**config.mk**
```make
export PLATFORM = sky130hd
export DESIGN_NAME = exe_wb_arbiter
export DESIGN_NICKNAME = d
export VERILOG_FILES = /design/src/rtl/drac_pkg.sv /design/src/rtl/wb_src_fifo.sv /design/src/rtl/exe_wb_arbiter.sv
export SDC_FILE = /design/constraint.sdc
export NUM_CORES = 2
export LEC_CHECK = 0
export ABC_AREA = 0
export CAP_MARGIN = 20
export CORE_AREA = 2 2 420 422
export CTS_BUF_LIST = sky130_fd_sc_hd__clkbuf_16
export DETAILED_ROUTE_END_ITERATION = 12
export DIE_AREA = 0 0 422 424
export DONT_BUFFER_PORTS = 1
export PLACE_DENSITY = 0.69
export SLEW_MARGIN = 20
export SYNTH_ARGS = -nofsm -noshare
export SYNTH_HDL_FRONTEND = slang
export SYNTH_SLANG_ARGS = --single-unit
```
**constraint.sdc**
```tcl
create_clock -name clk_i -period 20.7 [get_ports clk_i]
set_clock_uncertainty 0.2 [all_clocks]
set_input_delay 5.175 -clock clk_i [delete_from_list [all_inputs] [get_ports clk_i]]
set_output_delay 5.175 -clock clk_i [all_outputs]
set_load 0.02 [all_outputs]
```
**src/rtl/drac_pkg.sv**
```systemverilog
// Shared definitions for the exe->wb result path: sizing constants, source index map
// and the scalar result record carried from the execution units to writeback.
package drac_pkg;

    localparam int WB_NUM_SRC    = 4;
    localparam int WB_NUM_PORTS  = 2;
    localparam int WB_FIFO_DEPTH = 4;
    localparam int WB_SKID       = 2;

    typedef enum logic [1:0] {
        WB_SRC_ALU = 2'd0,
        WB_SRC_MUL = 2'd1,
        WB_SRC_DIV = 2'd2,
        WB_SRC_MEM = 2'd3
    } wb_src_t;

    typedef struct packed {
        logic        valid;
        logic [39:0] pc;
        logic [4:0]  rd;
        logic [6:0]  prd;
        logic [63:0] result;
        logic        regfile_we;
        logic        ex_valid;
    } exe_wb_scalar_instr_t;

endpackage

```
**src/rtl/wb_src_fifo.sv**
```systemverilog
// Per-source result FIFO. Extra pointer MSB separates full from empty; a push into a
// full FIFO is only accepted when the head leaves in the same cycle.
module wb_src_fifo
    import drac_pkg::*;
#(
    parameter int DEPTH = WB_FIFO_DEPTH,
    parameter int CNT_W = $clog2(DEPTH) + 1
) (
    input  logic                 clk_i,
    input  logic                 rstn_i,
    input  logic                 flush,
    input  logic                 push,
    input  logic                 pop,
    input  exe_wb_scalar_instr_t data,
    output exe_wb_scalar_instr_t head,
    output logic                 empty,
    output logic [CNT_W-1:0]     count,
    output logic                 overflow
);

    localparam int IDX_W = CNT_W - 1;

    logic [CNT_W-1:0]     wr_ptr_r;
    logic [CNT_W-1:0]     rd_ptr_r;
    exe_wb_scalar_instr_t mem_r [DEPTH];
    logic                 full_s;
    logic                 empty_s;
    logic                 push_s;
    logic                 pop_s;

    assign empty_s  = (wr_ptr_r == rd_ptr_r);
    assign full_s   = (wr_ptr_r[IDX_W] != rd_ptr_r[IDX_W]) &&
                      (wr_ptr_r[IDX_W-1:0] == rd_ptr_r[IDX_W-1:0]);
    assign pop_s    = pop && !flush && !empty_s;
    assign push_s   = push && !flush && (!full_s || pop_s);
    assign overflow = push && !flush && full_s && !pop_s;

    assign empty = empty_s;
    assign count = wr_ptr_r - rd_ptr_r;
    assign head  = mem_r[rd_ptr_r[IDX_W-1:0]];

    // Read/write pointer update; flush returns both to the empty state.
    always_ff @(posedge clk_i or negedge rstn_i) begin
        if (!rstn_i) begin
            wr_ptr_r <= '0;
            rd_ptr_r <= '0;
        end else if (flush) begin
            wr_ptr_r <= '0;
            rd_ptr_r <= '0;
        end else begin
            if (push_s) begin
                wr_ptr_r <= wr_ptr_r + CNT_W'(1);
            end
            if (pop_s) begin
                rd_ptr_r <= rd_ptr_r + CNT_W'(1);
            end
        end
    end

    // Entry storage; the slot being overwritten on full+pop is the head leaving this cycle.
    always_ff @(posedge clk_i or negedge rstn_i) begin
        if (!rstn_i) begin
            for (int j = 0; j < DEPTH; j++) begin
                mem_r[j] <= '0;
            end
        end else if (push_s) begin
            mem_r[wr_ptr_r[IDX_W-1:0]] <= data;
        end
    end

endmodule

```
**src/rtl/exe_wb_arbiter.sv**
```systemverilog
// Collects results from the non-stallable execution units into per-source FIFOs and
// drains them round-robin onto the register-file write ports.
module exe_wb_arbiter
    import drac_pkg::*;
#(
    parameter int NUM_SRC    = WB_NUM_SRC,
    parameter int NUM_PORTS  = WB_NUM_PORTS,
    parameter int FIFO_DEPTH = WB_FIFO_DEPTH,
    parameter int SKID       = WB_SKID
) (
    input  logic                 clk_i,
    input  logic                 rstn_i,
    input  logic                 flush_i,
    input  exe_wb_scalar_instr_t src_i [NUM_SRC],
    output logic [NUM_SRC-1:0]   stall_o,
    output exe_wb_scalar_instr_t wb_o [NUM_PORTS],
    output logic                 overflow_o
);

    localparam int SRC_W = (NUM_SRC > 1) ? $clog2(NUM_SRC) : 1;
    localparam int CNT_W = $clog2(FIFO_DEPTH) + 1;
    // Stall once free entries drop to the number of results still in flight.
    localparam logic [CNT_W-1:0] STALL_LEVEL = CNT_W'(FIFO_DEPTH - SKID);

    exe_wb_scalar_instr_t head_s [NUM_SRC];
    logic [CNT_W-1:0]     count_s [NUM_SRC];
    logic [NUM_SRC-1:0]   empty_s;
    logic [NUM_SRC-1:0]   pop_s;
    logic [NUM_SRC-1:0]   drop_s;
    logic [SRC_W-1:0]     rr_ptr_r;
    logic [SRC_W-1:0]     rr_next_s;
    logic [SRC_W-1:0]     last_s;
    logic [SRC_W-1:0]     port_src_s [NUM_PORTS];
    logic [NUM_PORTS-1:0] port_vld_s;
    logic                 overflow_r;

    for (genvar i = 0; i < NUM_SRC; i++) begin : g_src
        wb_src_fifo #(
            .DEPTH (FIFO_DEPTH)
        ) u_fifo (
            .clk_i    (clk_i),
            .rstn_i   (rstn_i),
            .flush    (flush_i),
            .push     (src_i[i].valid),
            .pop      (pop_s[i]),
            .data     (src_i[i]),
            .head     (head_s[i]),
            .empty    (empty_s[i]),
            .count    (count_s[i]),
            .overflow (drop_s[i])
        );

        assign stall_o[i] = (count_s[i] >= STALL_LEVEL);
    end

    // Round-robin scan from rr_ptr: the k-th non-empty source found owns port k.
    always_comb begin
        int               n_grant;
        int               pos;
        logic             take;
        logic             port_hit;
        logic [SRC_W-1:0] idx;

        pop_s      = '0;
        port_vld_s = '0;
        last_s     = rr_ptr_r;
        n_grant    = 0;
        pos        = 0;
        take       = 1'b0;
        port_hit   = 1'b0;
        idx        = '0;
        for (int k = 0; k < NUM_PORTS; k++) begin
            port_src_s[k] = '0;
        end

        for (int off = 0; off < NUM_SRC; off++) begin
            pos        = int'(rr_ptr_r) + off;
            pos        = (pos >= NUM_SRC) ? (pos - NUM_SRC) : pos;
            idx        = SRC_W'(pos);
            take       = !flush_i && !empty_s[idx] && (n_grant < NUM_PORTS);
            pop_s[idx] = take;
            for (int k = 0; k < NUM_PORTS; k++) begin
                port_hit      = take && (n_grant == k);
                port_vld_s[k] = port_vld_s[k] | port_hit;
                port_src_s[k] = port_hit ? idx : port_src_s[k];
            end
            last_s  = take ? idx : last_s;
            n_grant = n_grant + (take ? 1 : 0);
        end

        if (n_grant == 0) begin
            rr_next_s = rr_ptr_r;
        end else if (int'(last_s) == NUM_SRC - 1) begin
            rr_next_s = '0;
        end else begin
            rr_next_s = last_s + SRC_W'(1);
        end
    end

    // Port mux: granted FIFO head passes through untouched, idle ports are all-zero.
    always_comb begin
        for (int k = 0; k < NUM_PORTS; k++) begin
            wb_o[k] = port_vld_s[k] ? head_s[port_src_s[k]] : '0;
        end
    end

    // Round-robin pointer and one-cycle dropped-push flag.
    always_ff @(posedge clk_i or negedge rstn_i) begin
        if (!rstn_i) begin
            rr_ptr_r   <= '0;
            overflow_r <= 1'b0;
        end else begin
            rr_ptr_r   <= rr_next_s;
            overflow_r <= |drop_s;
        end
    end

    assign overflow_o = overflow_r;

endmodule

```
==> run_results.csv <==
group,metric,value,unit
run_status,status,"finished, final reports clean",
global_routing,top_usage_layer,"met2",
clock_tree,insertion_delay,840,ps
yosys,synth_cell_types,75,
route,drc_errors,0,
route,routed_via_density,6.44,
sta,report.final.slew_viol_count,0,
placement,portBuffers,0,
clock_tree,htree_levels,4,
floorplanning,chipWidth,422,µm
yosys,synth_warnings,0,
power,leakage,43.3,nW
route,dr.pass1.iters,6,
sta,fmax,58.6,MHz
layout,multi_input_area,42300,µm²
worst_setup_path,path_max_fanout,190,
yosys,synth_top_area_share,51.5,%
layout,layoutNonFillerInstCount,8195,
yosys,netlist.top_cell.by_area,"dfrtp_1",
yosys,syn_nets,6318,
global_routing,grt_pass1_wl,382000,µm
power,internal_power,0.0103,W
clock_tree,clock_path_buffers,3,
global_routing,track_usage,28.7,%
floorplanning,die_h,424,µm
placement,place.gp.congestion,0.834,
clock_tree,cts_tree,"done",
power,swShare,39.8,%
yosys,synth_area_leaders,"dfrtp_1 51%, mux2_1 15%, mux4_2 11%",
global_routing,grt_overflow,0,
layout,drive_above_1_share,26.9,%
floorplanning,io_pins,722,
run,drv_cap,0,
yosys,synth_edf_count,0,
placement,dp.cells,7773,
worst_setup_path,end_kind,"output port",
global_routing,met3_usage,7.34,%
floorplanning,initial_core_util,53.6,%
layout,ff_latch_area,48400,µm²
power,seqPwrFrac,33.8,%
placement,dpl.hpwl,167000,µm
floorplanning,core,175000,µm²
route,drt_iter0_drc,3712,
global_routing,antenna_found_initial,12,
sta,rsz0062_at_grt,"false",
global_routing,grt.met2_usage,45.8,%
yosys,netlist_area,93800,µm²
power,peakVddDrop,0.377,mV
yosys,yosysSeqAreaShare,51.5,%
yosys,synth_cells,5792,
sta,finalSetupViolations,0,
yosys,synthTopCellsByCount,"1931 x dfrtp_1, 1226 x mux2_1, 477 x mux4_2, 427 x mux2_4, 365 x mux2i_1",
sta,finalSetupTns,0,ps
global_routing,met1_usage,36.6,%
yosys,yosysMostFrequentCell,"dfrtp_1",
sta,slew_headroom,16.5,%
sta,worst_pin_slew,1250,ps
worst_setup_path,cp-start-kind,"input port",
floorplanning,placementRows,154,
route,wl,257000,µm
clock_tree,cts.repair.resized,0,
route,vias,52800,
worst_setup_path,arrival,11700,ps
power,powerDensity,169,nW/µm²
power,pwr-share-clk,20.4,%
sta,min_period_over_period,82.5,%
yosys,async_flop_share,100,%
route,wire_per_inst,31.3,µm
yosys,synth-main-ff-cell,"dfrtp_1",
power,p_switching,0.00683,W
layout,final_nets,6170,
global_routing,grt_pass1_vias,55800,
route,antenna_left,0,
clock_tree,postCtsSetupRepairBufs,0,
layout,fill_cells,13500,
worst_setup_path,cp.required,15330,ps
clock_tree,cts.sinks,1931,
sta,hold_viol_final,0,
power,combPwrFrac,45.8,%
global_routing,grt_start_max_net_pins,230,
clock_tree,cts_hold_buf,0,
floorplanning,die_area,179000,µm²
worst_setup_path,path_class,"input port to output port",
clock_tree,cts_made_buffers,201,
clock_tree,path_clk_slew,60,ps
sta,period_needed,17080,ps
yosys,avgSynthCellArea,16.2,µm²
worst_hold_path,hold_class,"flop to flop",
clock_tree,root_buffer,"clkbuf_16",
yosys,synth-seq-cells,1931,
layout,syn2layout_area_growth,7.84,%
worst max-delay path, stage by stage:
cell     delay (ps)
inv_1           390
nand2_1         300
a211o_1         160
nand2_1         150
ha_1            240
nor2_1          260
nand2_1         100
o22ai_1         630
fa_1            580
nor4_1          560
o21ai_0         400
a21oi_1         250
a31o_4          580
buf_12          630
a22oi_1         240
mux2i_1         530
cell families after synthesis:
family / Yosys count / synth area share [%]
multiplexers: 2732 / 39.7
AND/OR/NAND/NOR: 127 / 0.720
flip-flops: 1931 / 51.5
adder cells (fa/ha/maj): 47 / 0.667
XOR/XNOR: 17 / 0.183
AO/OA/AOI/OAI: 457 / 3.61
buffers and inverters: 481 / 3.60
path summary, 6_finish.rpt:
kind | from | endpoint | slack (ps) | cells past startpoint
min | g_src[0].u_fifo.mem_r[237] | g_src[0].u_fifo.mem_r[237] | 260 | 1
min reg2reg | g_src[0].u_fifo.mem_r[237] | g_src[0].u_fifo.mem_r[237] | 260 | 1
max | flush_i | wb_o[171] | 3620 | 16
max reg2reg | rr_ptr_r[0] | g_src[0].u_fifo.mem_r[294] | 12650 | 18
min in group asynchronous | rstn_i | g_src[2].u_fifo.mem_r[409] | 3860 | 0
max in group asynchronous | rstn_i | g_src[3].u_fifo.mem_r[333] | 12850 | 6
per-layer routing:
metal  part of all wire [%]  up-vias
li1                       -    21800
met1                     40    28900
met2                     48     1644
met3                    6.7      548
met4                    5.4        2
met5                 0.0051        -
power by group through the flow:
stage	logic [W]	clock network (W)	registers [W]
3_5_place_dp	0.00780	0	0.00584
2_1_floorplan	0.00617	0	0.00553
4_1_cts	0.00781	0.00356	0.00579
6_report	0.00785	0.00350	0.00579
3_3_place_gp	0.00764	0	0.00576
5_1_grt	0.00826	0.00373	0.00595
sequential cells by signal, summed over array words and instances, names as in the netlist:
register               flops
rr_ptr_r                   2
g_src.u_fifo.rd_ptr_r     12
g_src.u_fifo.mem_r      1904
g_src.u_fifo.wr_ptr_r     12
overflow_o                 1
final cells by class:
class | instances | area share, %
Inverter | 34 | 0.126
Clock buffer | 204 | 5.04
Timing Repair Buffer | 96 | 1.07
Antenna cell | 52 | 0.129
Clock inverter | 158 | 1.16
Tap cell | 2340 | 2.89
Multi-Input combinational cell | 3380 | 41.8
Sequential cell | 1931 | 47.8
cells in the final DEF, fill, tap and decap left out, types with 42 or more instances in the layout:
cell type,count
a22oi_1,239
buf_4,77
clkbuf_16,204
clkinv_1,49
dfrtp_1,1923
diode_2,52
ha_1,42
inv_1,75
mux2_1,1226
mux2_2,237
mux2_4,427
mux2i_1,362
mux4_2,477
o22ai_1,120
stage by stage:
| stage | area, µm² | hold slack, ps | total power, W | utilization (%) | worst slack [ps] |
|---|---|---|---|---|---|
| 2_1_floorplan | 93800 | 228 | 0.0117 | - | 5750 |
| 5_1_grt | 101000 | 279 | 0.0179 | 57.8 | 3170 |
| 4_1_cts | 101000 | 265 | 0.0172 | 57.6 | 3780 |
| 3_5_place_dp | 94600 | 248 | 0.0136 | 54.1 | 3810 |
| 6_report | 101000 | 261 | 0.0171 | 57.8 | 3620 |
| 3_3_place_gp | 94600 | 244 | 0.0134 | 54.1 | 3960 |
Power figures use the tool's default switching activity.
